**src/rtl/bank_config_driver.sv**
```systemverilog
// Memory-bank configuration driver: packs a stream of config words into one
// bit-line row, then strobes that row's word line with setup/hold margins.
module bank_config_driver #(
    parameter int BL_WIDTH   = 315,
    parameter int WL_WIDTH   = 4,
    parameter int DATA_WIDTH = 32,
    parameter int WL_PULSE   = 2
) (
    input  logic                  clk,
    input  logic                  reset,
    input  logic                  start,
    input  logic                  cfg_valid,
    input  logic [DATA_WIDTH-1:0] cfg_data,
    output logic                  cfg_ready,
    output logic [BL_WIDTH-1:0]   bl_out,
    output logic [WL_WIDTH-1:0]   wl_out,
    output logic                  busy,
    output logic                  done
);

    localparam int WPR     = (BL_WIDTH + DATA_WIDTH - 1) / DATA_WIDTH;
    localparam int WORD_W  = (WPR > 1) ? $clog2(WPR) : 1;
    localparam int ROW_W   = (WL_WIDTH > 1) ? $clog2(WL_WIDTH) : 1;
    localparam int PULSE_W = (WL_PULSE > 1) ? $clog2(WL_PULSE) : 1;

    localparam logic [WORD_W-1:0]  LAST_WORD  = WORD_W'(WPR - 1);
    localparam logic [ROW_W-1:0]   LAST_ROW   = ROW_W'(WL_WIDTH - 1);
    localparam logic [PULSE_W-1:0] LAST_PULSE = PULSE_W'(WL_PULSE - 1);

    localparam logic [2:0] S_IDLE  = 3'd0;
    localparam logic [2:0] S_LOAD  = 3'd1;
    localparam logic [2:0] S_SETUP = 3'd2;
    localparam logic [2:0] S_PULSE = 3'd3;
    localparam logic [2:0] S_HOLD  = 3'd4;
    localparam logic [2:0] S_DONE  = 3'd5;

    logic [2:0]         state_reg, state_next;
    logic [ROW_W-1:0]   row_reg, row_next;
    logic [WORD_W-1:0]  word_reg, word_next;
    logic [PULSE_W-1:0] pulse_reg, pulse_next;
    logic               clear_row;
    logic               accept;

    always_comb begin
        state_next = state_reg;
        row_next   = row_reg;
        word_next  = word_reg;
        pulse_next = pulse_reg;
        clear_row  = 1'b0;
        case (state_reg)
            S_IDLE, S_DONE: begin
                if (start) begin
                    state_next = S_LOAD;
                    row_next   = '0;
                    word_next  = '0;
                    clear_row  = 1'b1;
                end
            end
            S_LOAD: begin
                if (cfg_valid) begin
                    if (word_reg == LAST_WORD) begin
                        state_next = S_SETUP;
                    end else begin
                        word_next = word_reg + 1'b1;
                    end
                end
            end
            S_SETUP: begin
                state_next = S_PULSE;
                pulse_next = '0;
            end
            S_PULSE: begin
                if (pulse_reg == LAST_PULSE) begin
                    state_next = S_HOLD;
                end else begin
                    pulse_next = pulse_reg + 1'b1;
                end
            end
            S_HOLD: begin
                if (row_reg == LAST_ROW) begin
                    state_next = S_DONE;
                end else begin
                    state_next = S_LOAD;
                    row_next   = row_reg + 1'b1;
                    word_next  = '0;
                    clear_row  = 1'b1;
                end
            end
            default: state_next = S_IDLE;
        endcase
    end

    always_ff @(posedge clk or negedge reset) begin
        if (!reset) begin
            state_reg <= S_IDLE;
            row_reg   <= '0;
            word_reg  <= '0;
            pulse_reg <= '0;
        end else begin
            state_reg <= state_next;
            row_reg   <= row_next;
            word_reg  <= word_next;
            pulse_reg <= pulse_next;
        end
    end

    assign accept = (state_reg == S_LOAD) && cfg_valid;

    // Outputs decode straight from state so wl_out drops the instant reset asserts.
    assign cfg_ready = (state_reg == S_LOAD);
    assign busy      = (state_reg == S_LOAD) || (state_reg == S_SETUP) ||
                       (state_reg == S_PULSE) || (state_reg == S_HOLD);
    assign done      = (state_reg == S_DONE);
    assign wl_out    = (state_reg == S_PULSE) ? (WL_WIDTH'(1) << row_reg) : '0;

    // One register slice per stream word; the last slice keeps only the bits that fit.
    for (genvar gi = 0; gi < WPR; gi++) begin : g_slice
        localparam int LO = gi * DATA_WIDTH;
        localparam int W  = (BL_WIDTH - LO < DATA_WIDTH) ? (BL_WIDTH - LO) : DATA_WIDTH;
        localparam logic [WORD_W-1:0] IDX = WORD_W'(gi);

        logic [W-1:0] slice_reg;

        always_ff @(posedge clk or negedge reset) begin
            if (!reset) begin
                slice_reg <= '0;
            end else if (clear_row) begin
                slice_reg <= '0;
            end else if (accept && (word_reg == IDX)) begin
                slice_reg <= cfg_data[W-1:0];
            end
        end

        assign bl_out[LO +: W] = slice_reg;
    end

endmodule

```
**config.mk**
```make
export PLATFORM = sky130hd
export DESIGN_NAME = bank_config_driver
export DESIGN_NICKNAME = d
export VERILOG_FILES = /design/src/rtl/bank_config_driver.sv
export SDC_FILE = /design/constraint.sdc
export NUM_CORES = 1
export LEC_CHECK = 0
export BUFFER_PORTS_ARGS = -buffer_cell sky130_fd_sc_hd__buf_2
export CORE_ASPECT_RATIO = 0.9
export CORE_MARGIN = 10
export CORE_UTILIZATION = 44
export CTS_CLUSTER_DIAMETER = 150
export DETAILED_ROUTE_END_ITERATION = 7
export HOLD_SLACK_MARGIN = 0.12
export PLACE_DENSITY = 0.79
export SLEW_MARGIN = 40
export SYNTH_ARGS = -nofsm -noshare
export SYNTH_HDL_FRONTEND = slang
export SYNTH_SLANG_ARGS = --single-unit
```
**constraint.sdc**
```tcl
create_clock -name clk -period 4.6 [get_ports clk]
set_clock_uncertainty 0.2 [all_clocks]
set_input_delay 0.46 -clock clk [delete_from_list [all_inputs] [get_ports clk]]
set_output_delay 0.46 -clock clk [all_outputs]
set_load 0.01 [all_outputs]
```
==> reports/qor.yml <==
power_and_ir_drop:
  ir_drop_uv: 355
  intPower_mw: 7.14
  clock_power_share_pct: 23.4
  switching_share_pct: 39.4
  p_sw_mw: 4.65
  combinationalPowerShare_pct: 37.3
  pwr-share-seq_pct: 39.3
  p_per_area_mw_per_mm2: 699
  leakagePower_nw: 8.33
die:
  die_area_sq_mm: 0.0393
  row_count: 61
  core_area_sq_mm: 0.0311
  fp.dieW_um: 208
  start_util_pct: 44.9
  io_pins: 358
  die_y_um: 189
grt:
  gr-usage-met3_pct: 6.32
  met1_usage_pct: 29.5
  grt_usage_pct: 23.9
  met2_usage_pct: 39.2
  grt_most_used_layer: "met2"
  grt_start_max_net_pins: 151
  grt_first_pass_wirelength_um: 74400
  grt_pass1_vias: 12372
  overflow: 0
  antenna_found_initial: 1
clock_network:
  ctsResizeCount: 0
  clock-sinks: 325
  clkTransAtPathRegs_ps: 60
  clock_latency_ps: 490
  h-tree-depth: 2
  cts_tree: "yes"
  cts.path.max_buffers: 3
  root_buffer: "clkbuf_16"
  post-cts-setup-buffers: 0
  cts_inserted_buffers: 35
logic_synthesis:
  syn-num-nets: 1544
  yosys_most_used_dff: "dfrtp_1"
  synth_top_cell_by_area: "dfrtp_1"
  syn-instance-count: 1500
  syn-cell-area_sq_mm: 0.0140
  synth_edf_count: 0
  netlist.area_leader.share_pct: 58.3
  synth_cell_type_count: 36
  synthArstFlopShare_pct: 100
  synth-warning-count: 0
  synth-seq-cells: 325
  yosysSeqAreaShare_pct: 58.3
  avgSynthCellArea_sq_um: 9.31
  synth.area.top_cells: "dfrtp_1 58%, nand2_1 17%, a21oi_1 7.9%"
status:
  status: "finished, final reports clean"
cells_and_area:
  fin_nets: 1817
  syn2layout_area_growth_pct: 20.7
  drive_above_1_share_pct: 30.2
  fill_cells: 2709
  largest_reg_flops: 315
worst_setup_path:
  cp_max_fo: 22
  max_stage_delay_ps: 710
  r2r-start: "state_reg[0]$_DFFE_PN0P_"
  path_class: "input pin to flip-flop"
  cp_data_required_time_ps: 4820
  crit_path_top_delay_cell: "and2b_1"
  critPathArrivalTime_ps: 3250
  crit_start: "cfg_valid"
  end_kind: "flip-flop"
  cp-start-kind: "input pin"
  path_cells: "dlygate4sd3_1 > buf_2 > and2b_1 > and3_1 > buf_4 > nand2_1 > a21oi_1"
sta:
  max_freq_mhz: 329
  slew_headroom_pct: 40.5
  finalSetupViolations: 0
  hold_viol: 0
  fin_ws_ps: 1560
  whs_ps: 136
  min_period_ps: 3040
  setup_tns_ps: 0
  drv_slew: 0
  min_period_over_period_pct: 66.0
  worstMarginPinSlew_ps: 893
  rsz0062_at_grt: "false"
route:
  wire_per_inst_um: 22.1
  drt_iter0_drc: 970
  wirelength_um: 48700
  ant_nets: 0
  vias: 11952
  dr.pass1.iters: 5
  route.detailed.drc: 0
  vias_per_cell: 5.42
placement:
  port_buffers: 357
  place_congestion: 0.807
  place_ws_ps: 1440
  dp_hpwl_um: 31900
job:
  cap_viol_max_count: 0
worst_hold_path:
  holdCritPathClass: "input pin to flip-flop"
  min_from: "cfg_data[22]"
layer usage:
layer	share of wire [%]	routed length (um)	up-vias
met5	0	0	-
met4	3.9	1910	0
met3	9.7	4740	107
met2	47	23000	609
met1	39	19000	5888
li1	-	-	5348
cells in the mapped netlist, drive strengths merged, types with 2 or more instances:
cell type	number
nand2	639
dfrtp	325
a21oi	317
buf	141
nand3	9
ha	8
nor2	8
inv	6
and2	5
and3	5
and4	5
nand4	5
a21o	3
clkbuf	3
mux2i	3
o21ai	3
and3b	2
mux2	2
power by group through the flow:
stage / combinational [mW] / sequential, mW / clock (mW)
2_1_floorplan: 2.14 / 4.98 / 0
3_3_place_gp: 4.23 / 4.57 / 0
3_5_place_dp: 4.41 / 4.63 / 0
4_1_cts: 4.42 / 4.60 / 2.79
5_1_grt: 4.82 / 4.74 / 2.91
6_report: 4.40 / 4.63 / 2.76
final timing paths:
path                                                        endpoint  slack, ps  cells past startpoint
worst max-delay path            g_slice[3].slice_reg[23]$_DFFE_PN0P_       1560                      7
worst min-delay path            g_slice[9].slice_reg[22]$_DFFE_PN0P_        140                      3
max in group asynchronous       g_slice[4].slice_reg[25]$_DFFE_PN0P_       2630                      4
worst min register to register                 pulse_reg$_DFFE_PN0P_        290                      1
worst max register to register  g_slice[9].slice_reg[16]$_DFFE_PN0P_       1590                      5
min in group asynchronous       g_slice[0].slice_reg[10]$_DFFE_PN0P_        260                      2
placed cells by master (no fill, tap or decap), types with 2 or more instances in the layout:
| cell | synthesis | final |
|---|---|---|
| nand2_1 | 639 | 639 |
| buf_2 | 89 | 356 |
| dfrtp_1 | 325 | 325 |
| a21oi_1 | 219 | 218 |
| a21oi_2 | 98 | 98 |
| clkbuf_16 | 0 | 37 |
| dlygate4sd3_1 | 0 | 9 |
| buf_4 | 39 | 9 |
| nor2_1 | 8 | 8 |
| ha_1 | 8 | 8 |
| clkbuf_1 | 3 | 8 |
| clkinv_2 | 0 | 7 |
| inv_1 | 5 | 5 |
| and2_1 | 5 | 5 |
| nand3_4 | 0 | 4 |
| nand3_1 | 8 | 4 |
| and4_2 | 0 | 4 |
| buf_12 | 0 | 4 |
| nand4_4 | 0 | 3 |
| a21o_1 | 3 | 3 |
| mux2i_1 | 3 | 3 |
| clkbuf_8 | 0 | 3 |
| and3_4 | 0 | 2 |
| and3_1 | 5 | 2 |
| nand4_1 | 2 | 2 |
| and3b_1 | 2 | 2 |
| o21ai_0 | 2 | 2 |
| mux2_2 | 2 | 2 |
| bufinv_16 | 0 | 2 |
metrics by stage:
step	util, %	std cells	area [sq um]	power [mW]
floorplan	-	1500	14000	7.12
global placement	50.1	2134	15600	8.81
detailed placement	50.3	2135	15600	9.04
CTS	54.2	2203	16800	11.8
global route	54.3	2205	16900	12.5
finish	54.3	2205	16900	11.8
cell families (layout without fill, tap and decap cells):
family	Yosys count	count (layout)	synth area share, %
AO/OA/AOI/OAI	327	327	14.5
buffers and inverters	150	445	6.58
XOR/XNOR	1	1	0.0627
multiplexers	5	5	0.376
AND/OR/NAND/NOR	684	684	19.5
other	0	1	0
adder cells (fa/ha/maj)	8	8	0.717
flip-flops	325	325	58.3
final cells by class:
class / count / area (sq um) / area share [%]
flip-flops and latches: 325 / 8130 / 48.2
multi-input cells: 1025 / 5020 / 29.8
repair buffers: 380 / 2060 / 12.2
clock buffers: 48 / 997 / 5.92
well taps: 409 / 512 / 3.04
clock inverters: 11 / 113 / 0.668
inverters: 6 / 22.5 / 0.134
diodes: 1 / 2.50 / 0.0148
worst max-delay path, delay by kind of cell:
kind / cells / cell delay [ps]
and+or+nand+nor: 3 / 1460
AOI/OAI and AO/OA: 1 / 140
buffers and inverters: 3 / 1170
timing repair:
action / in CTS / in global routing
endpoints found under the setup margin: 0 / 0
hold endpoints to repair: 161 / 0
hold buffers: 9 / 0
(Power assumes the default switching activity.)
